===== src/rtl/network_output_classifier_pkg.sv =====
// Shared constants and class encoding for the aux-channel output classifier.
// Class index n always names aux channel n.
package network_output_classifier_pkg;

    localparam int NUM_AUX    = 4;
    localparam int DATA_W_DEF = 12;
    localparam int CLS_W      = 2;

    typedef enum logic [CLS_W-1:0] {
        CLS_AUX0 = 2'd0,
        CLS_AUX1 = 2'd1,
        CLS_AUX2 = 2'd2,
        CLS_AUX3 = 2'd3
    } cls_e;

    function automatic logic [3:0] sat_inc4(input logic [3:0] v);
        return (v == 4'hF) ? v : v + 4'd1;
    endfunction

endpackage


===== src/rtl/aux_argmax4.sv =====
// Combinational 4-way unsigned maximum; on equal values the lower channel index wins.
module aux_argmax4
    import network_output_classifier_pkg::*;
#(
    parameter int DATA_W = DATA_W_DEF
) (
    input  logic [DATA_W-1:0] i_avg0,
    input  logic [DATA_W-1:0] i_avg1,
    input  logic [DATA_W-1:0] i_avg2,
    input  logic [DATA_W-1:0] i_avg3,
    output cls_e              o_idx,
    output logic [DATA_W-1:0] o_max
);

    cls_e              w_idx01;
    cls_e              w_idx23;
    logic [DATA_W-1:0] w_max01;
    logic [DATA_W-1:0] w_max23;

    // Pairwise tournament; strict '>' keeps the lower index on ties at every level
    always_comb begin
        w_idx01 = CLS_AUX0;
        w_max01 = i_avg0;
        w_idx23 = CLS_AUX2;
        w_max23 = i_avg2;
        o_idx   = CLS_AUX0;
        o_max   = i_avg0;
        if (i_avg1 > i_avg0) begin
            w_idx01 = CLS_AUX1;
            w_max01 = i_avg1;
        end else begin
            w_idx01 = CLS_AUX0;
            w_max01 = i_avg0;
        end
        if (i_avg3 > i_avg2) begin
            w_idx23 = CLS_AUX3;
            w_max23 = i_avg3;
        end else begin
            w_idx23 = CLS_AUX2;
            w_max23 = i_avg2;
        end
        if (w_max23 > w_max01) begin
            o_idx = w_idx23;
            o_max = w_max23;
        end else begin
            o_idx = w_idx01;
            o_max = w_max01;
        end
    end

endmodule


===== src/rtl/network_output_classifier.sv =====
// Windowed-average classifier: averages four aux channels per window, picks the
// strongest, and only switches network_output after enough agreeing windows.
module network_output_classifier
    import network_output_classifier_pkg::*;
#(
    parameter int WIN_LOG2   = 3,
    parameter int STABLE_CNT = 4,
    parameter int DATA_W     = DATA_W_DEF
) (
    input  logic              S_AXI_ACLK,
    input  logic              S_AXI_ARESETN,
    input  logic              sample_valid,
    input  logic [DATA_W-1:0] MEASURED_AUX0,
    input  logic [DATA_W-1:0] MEASURED_AUX1,
    input  logic [DATA_W-1:0] MEASURED_AUX2,
    input  logic [DATA_W-1:0] MEASURED_AUX3,
    input  logic [DATA_W-1:0] threshold,
    output logic [1:0]        network_output,
    output logic              output_valid,
    output logic              class_change
);

    localparam int                  ACC_W      = DATA_W + WIN_LOG2;
    localparam logic [WIN_LOG2-1:0] CNT_LAST   = '1;
    localparam logic [3:0]          STABLE_THR = 4'(STABLE_CNT);

    logic [DATA_W-1:0]   w_aux [NUM_AUX];
    logic [ACC_W-1:0]    w_sum [NUM_AUX];
    logic [ACC_W-1:0]    r_acc [NUM_AUX];
    logic [DATA_W-1:0]   r_avg [NUM_AUX];
    logic [WIN_LOG2-1:0] r_cnt;
    logic                w_win_end;
    logic                r_s1_vld;
    logic                r_s2_vld;
    cls_e                w_cand;
    logic [DATA_W-1:0]   w_max;
    cls_e                r_cand;
    logic [DATA_W-1:0]   r_max_avg;
    cls_e                r_last_cand;
    cls_e                w_last_nxt;
    logic [3:0]          r_stable;
    logic [3:0]          w_stable_nxt;
    cls_e                r_net;
    cls_e                w_net_nxt;
    logic                r_valid;
    logic                w_valid_nxt;
    logic                r_change;
    logic                w_change_nxt;

    // Accumulator inputs; the sum includes the current sample so the closing sample is counted
    always_comb begin
        w_aux[0] = MEASURED_AUX0;
        w_aux[1] = MEASURED_AUX1;
        w_aux[2] = MEASURED_AUX2;
        w_aux[3] = MEASURED_AUX3;
        for (int i = 0; i < NUM_AUX; i++) begin
            w_sum[i] = r_acc[i] + ACC_W'(w_aux[i]);
        end
        w_win_end = sample_valid && (r_cnt == CNT_LAST);
    end

    // Stage 1: accumulate, and on the last sample of a window latch averages and clear
    always_ff @(posedge S_AXI_ACLK) begin
        if (!S_AXI_ARESETN) begin
            r_cnt    <= '0;
            r_s1_vld <= 1'b0;
            for (int i = 0; i < NUM_AUX; i++) begin
                r_acc[i] <= '0;
                r_avg[i] <= '0;
            end
        end else begin
            r_s1_vld <= w_win_end;
            if (sample_valid) begin
                r_cnt <= r_cnt + WIN_LOG2'(1);
                for (int i = 0; i < NUM_AUX; i++) begin
                    if (w_win_end) begin
                        r_acc[i] <= '0;
                        r_avg[i] <= DATA_W'(w_sum[i] >> WIN_LOG2);
                    end else begin
                        r_acc[i] <= w_sum[i];
                    end
                end
            end
        end
    end

    aux_argmax4 #(.DATA_W(DATA_W)) u_argmax (
        .i_avg0 (r_avg[0]),
        .i_avg1 (r_avg[1]),
        .i_avg2 (r_avg[2]),
        .i_avg3 (r_avg[3]),
        .o_idx  (w_cand),
        .o_max  (w_max)
    );

    // Stage 2: register the winning channel and its average
    always_ff @(posedge S_AXI_ACLK) begin
        if (!S_AXI_ARESETN) begin
            r_s2_vld  <= 1'b0;
            r_cand    <= CLS_AUX0;
            r_max_avg <= '0;
        end else begin
            r_s2_vld <= r_s1_vld;
            if (r_s1_vld) begin
                r_cand    <= w_cand;
                r_max_avg <= w_max;
            end
        end
    end

    // Stage 3 decision; a below-threshold window also breaks the agreement run
    always_comb begin
        w_stable_nxt = r_stable;
        w_last_nxt   = r_last_cand;
        w_valid_nxt  = r_valid;
        w_net_nxt    = r_net;
        w_change_nxt = 1'b0;
        if (r_s2_vld) begin
            if (r_max_avg < threshold) begin
                w_valid_nxt  = 1'b0;
                w_stable_nxt = 4'd0;
            end else begin
                w_valid_nxt = 1'b1;
                if (r_cand == r_last_cand) begin
                    w_stable_nxt = sat_inc4(r_stable);
                end else begin
                    w_stable_nxt = 4'd1;
                    w_last_nxt   = r_cand;
                end
                if ((w_stable_nxt >= STABLE_THR) && (r_cand != r_net)) begin
                    w_net_nxt    = r_cand;
                    w_change_nxt = 1'b1;
                end else begin
                    w_net_nxt    = r_net;
                    w_change_nxt = 1'b0;
                end
            end
        end else begin
            w_change_nxt = 1'b0;
        end
    end

    // Stage 3 state and registered outputs
    always_ff @(posedge S_AXI_ACLK) begin
        if (!S_AXI_ARESETN) begin
            r_stable    <= 4'd0;
            r_last_cand <= CLS_AUX0;
            r_net       <= CLS_AUX0;
            r_valid     <= 1'b0;
            r_change    <= 1'b0;
        end else begin
            r_stable    <= w_stable_nxt;
            r_last_cand <= w_last_nxt;
            r_net       <= w_net_nxt;
            r_valid     <= w_valid_nxt;
            r_change    <= w_change_nxt;
        end
    end

    assign network_output = r_net;
    assign output_valid   = r_valid;
    assign class_change   = r_change;

endmodule


===== config.mk =====
export PLATFORM = sky130hd
export DESIGN_NAME = network_output_classifier
export DESIGN_NICKNAME = d
export VERILOG_FILES = /design/src/rtl/network_output_classifier_pkg.sv /design/src/rtl/aux_argmax4.sv /design/src/rtl/network_output_classifier.sv
export SDC_FILE = /design/constraint.sdc
export NUM_CORES = 1
export LEC_CHECK = 0
export ABC_CLOCK_PERIOD_IN_PS = 7000
export BUFFER_PORTS_ARGS = -buffer_cell sky130_fd_sc_hd__buf_2
export CAP_MARGIN = 20
export CORE_ASPECT_RATIO = 0.6
export CORE_MARGIN = 8
export CORE_UTILIZATION = 55
export CTS_CLUSTER_SIZE = 40
export DETAILED_ROUTE_END_ITERATION = 10
export MAX_ROUTING_LAYER = met4
export PLACE_DENSITY = 0.74
export SYNTH_ARGS = -nofsm -noshare
export SYNTH_HDL_FRONTEND = slang
export SYNTH_HIERARCHICAL = 1
export SYNTH_SLANG_ARGS = --single-unit

===== constraint.sdc =====
create_clock -name S_AXI_ACLK -period 7 [get_ports S_AXI_ACLK]
set_input_delay 0.35 -clock S_AXI_ACLK [delete_from_list [all_inputs] [get_ports S_AXI_ACLK]]
set_output_delay 0.35 -clock S_AXI_ACLK [all_outputs]
set_load 0.03 [all_outputs]

==> qor.txt <==
portion of total power attributed to the clock network: 37.0%
overall via count from detail_route: 7461
placed wire-length estimate after detailed placement: 16.6 mm
total routed wirelength: 22.8 mm
Max H-tree Level: 4
Die Footprint: 21500 um^2
number of non-filler instances in the completed layout: 1260
initial antenna violation count: 0
compound-cell area share of the yosys netlist: 15.6%
required time of the worst setup path: 7.36 ns
layout overhead on the synthesized area: 12.6%
CTS tree: built
setup violation total in the final timing report: 0
Worst slew margin: 31.7%
XOR/XNOR Fraction of Synth Area: 4.89%
via count of the first global-routing pass: 7063
total I/O pin count: 67
first-pass iteration count of the detailed router: 5
#FFs+latches synth: 137
switching share of power: 33.4%
simple-gate share of the synthesized area: 17.0%
final antenna-violating net count: 0
combined area of all synthesized cells: 9310 um^2
switching power: 0.831 mW
number of enable-type register cells in the synthesized netlist: 108
final max-slew violation count: 0
filler cell count: 1428
die extent in x: 184 um
Post-CTS Setup Repair Bufs: 0
TritonCTS sink count: 137
internal power: 1.66 mW
Max FO, Critical Path: 36
WP buf/inv: 3
multiplexer area fraction after synthesis: 3.60%
placed instance count: 1227
list of cells traversed by the critical path: inv_1 > ha_1 > a21oi_1 > nand2_1 > a21o_1 > o31ai_4 > buf_4 > mux2_2 > ha_1 > a21oi_1 > nor2_1 > a2111o_1 > o21ai_4 > inv_2 > and3_4 > a2111oi_2 > mux2i_1 > nor2_1
count of max-cap constraint violations: 0
total count of hold-check failures in the final report: 0
Post-CTS Resized: 0
r2r worst-path depth: 18
master of the slowest instance on the critical path: o31ai_4
overall global routing resource usage: 22.4%
Inserted Clock Buffers: 17
Vert. Die Dim: 117 um
most common flop cell mapped by yosys: edfxtp_1
Warnings, synthesis: 6
number of inserted diodes: 0
number of instances on the worst hold path: 3
crit end category: register
core outline area: 16900 um^2
global-route wire length before repair: 36.6 mm
ratio of final minimum period to clock period: 74.4%
latest clock arrival within the worst-skew pair: 0.43 ns
critical path depth in cells: 18
number of buffers added on ports: 66
RSZ-0062 raised after global routing: no
post-synthesis net count: 1120
maximum number of pins on one net before global-route repair: 61
wire length per cell after detailed routing: 18.1 um
number of instances in the synthesized netlist: 955
Via-to-Cell Ratio: 5.92
per-instance average area after synthesis: 9.75 um^2
kind of path behind the tightest hold check: in2reg
DRC violation count after routing: 0
element type at the critical path start: register
number of standard-cell rows in the floorplan: 37
number of distinct library cell variants in the gate-level netlist after synthesis: 66
part of the power in combinational logic: 24.2%
Worst Clk Skew: 0.0148 ns
Post-CTS Hold Buffers: 0
share of cells above drive strength 1: 15.0%
Final GP Congestion: 0.906
time the final worst path needs with I/O delays and setup: 5.21 ns
achievable clock frequency: 192 MHz
area share of the largest cell type after synthesis: 34.8%
ratio of total power to cell area: 237 nW/um^2
adder-cell share of the synthesized area: 14.0%
initial detailed-routing violation count: 635
remaining global-route overflow: 0
clock-pin slew of the registers on the worst-case setup and hold paths: 0.07 ns
part of the Yosys area used for sequential elements: 41.1%
leakage power summed over all cells: 4.42 nW
Synth area leaders: edfxtp_1, ha_1, nor2_1
critical setup path kind: reg2reg
Starting Density: 55.3%
Longest Clk Path Bufs: 2
number of nets at the end of the flow: 1178
Async SR Flop Fraction: 0%
status: complete, no violations
main combinational cell family by area after synthesis: simple AND/OR/NAND/NOR gates
Largest stage delay, worst path: 0.86 ns
peak supply drop: 0.000177 V
Flop pwr share: 38.8%
Clock Tree Root: clkbuf_16
total negative slack for setup checks: 0 ns
Slew @ Worst Pin: 1.02 ns
Worst Path Arrival: 5.56 ns
Crit path max-delay family: compound AO/OA/AOI/OAI gates
dominant cell type by area after synthesis: edfxtp_1
## cells by family after synthesis
family / count (synthesis)
xor+xnor: 52
mux: 32
simple gates: 338
flops: 137
buf+inv: 90
compound gates: 204
fa+ha+maj: 102
## metrics by stage
stage	utilization [%]	power, mW	setup slack (ns)	hold WS [ns]	area, um^2
floorplan	-	1.43	2.98	0.451	9310
global placement	58.6	1.56	2.02	0.472	9870
detailed placement	58.6	1.57	1.90	0.486	9870
CTS	62.1	2.49	1.86	0.273	10500
global route	62.2	2.61	1.31	0.282	10500
finish	62.2	2.49	1.79	0.282	10500
## synth_stat cells, drive strengths merged (4+ instances only)
cell       n
a21o      19
nor3      40
and3      14
o211ai    11
buf       17
o21bai     5
o21a       6
nand2b     6
dfxtp     29
clkbuf    17
nor2b      5
ha        98
o31ai     13
xor2      26
mux2i     20
inv       55
a21oi     74
mux2      12
a211oi     7
a2111oi   14
o21ai     28
fa         4
nand4     24
nand3     13
edfxtp   108
xnor2     26
nor2     157
a31oi      4
and2      14
nand2     48
## final cells by class
| class | instances | area (um^2) | area share, % |
|---|---|---|---|
| clock buffers | 17 | 425 | 4.06 |
| inverters | 56 | 210 | 2.00 |
| clock inverters | 15 | 169 | 1.61 |
| multi-input cells | 728 | 5170 | 49.3 |
| repair buffers | 73 | 395 | 3.77 |
| well taps | 234 | 293 | 2.79 |
| flip-flops and latches | 137 | 3820 | 36.5 |
## flip-flops by register name (all words and copies together), names as in the netlist
signal,count
r_max_avg,12
r_acc,60
r_cand,2
network_output,2
class_change,1
output_valid,1
r_cnt,3
r_stable,4
r_avg,48
r_last_cand,2
r_s1_vld,1
r_s2_vld,1
## worst register-to-register path: cells and delay by family, from the launching register on
kind | cells | cell delay, ns
and+or+nand+nor | 4 | 0.54
buffers and inverters | 3 | 0.79
adders and majority gates | 2 | 0.58
muxes | 2 | 0.49
DFF | 1 | 0.38
AOI/OAI and AO/OA | 7 | 2.35
## cells in the final DEF (no fill, tap or decap), types with 6 or more instances in the layout
cell | netlist | routed
clkbuf_16 | 0 | 17
o21ai_0 | 23 | 23
a2111oi_2 | 12 | 12
a211oi_1 | 7 | 7
inv_1 | 54 | 54
nand4_1 | 23 | 23
and3_1 | 9 | 9
o211ai_1 | 10 | 10
edfxtp_1 | 108 | 108
nor3_1 | 40 | 40
nand3_1 | 13 | 12
and2_1 | 14 | 14
nor2_1 | 156 | 156
o21a_1 | 6 | 6
o31ai_1 | 13 | 12
mux2i_1 | 20 | 20
xor2_1 | 26 | 26
buf_4 | 0 | 6
xnor2_1 | 26 | 26
mux2_2 | 12 | 12
a21oi_1 | 73 | 73
inv_8 | 0 | 6
dfxtp_1 | 29 | 29
a21o_1 | 19 | 19
buf_2 | 9 | 66
inv_6 | 0 | 6
ha_1 | 98 | 98
nand2_1 | 48 | 47
## metal layers
layer / vias up / share of wire (%) / track usage (%)
li1: 3620 / - / -
met1: 3517 / 50 / 32.7
met2: 299 / 40 / 29.9
met3: 25 / 8.5 / 6.54
met4: 0 / 1.1 / 5.08
met5: - / 0 / -
## path summary, 6_finish.rpt
check                    start                 to  slack [ns]
max               r_avg[2][10]       r_max_avg[7]        1.79
min               sample_valid           r_cnt[0]        0.28
max reg2reg       r_avg[2][10]       r_max_avg[7]        1.79
min reg2reg  network_output[0]  network_output[0]        0.49
## power groups by stage
stage | sequential (mW) | combinational [mW] | clock [mW]
floorplan | 0.972 | 0.463 | 0
global placement | 0.981 | 0.575 | 0
detailed placement | 0.983 | 0.586 | 0
CTS | 0.966 | 0.594 | 0.927
global route | 0.971 | 0.672 | 0.963
finish | 0.966 | 0.603 | 0.920
Power figures use the tool's default switching activity.
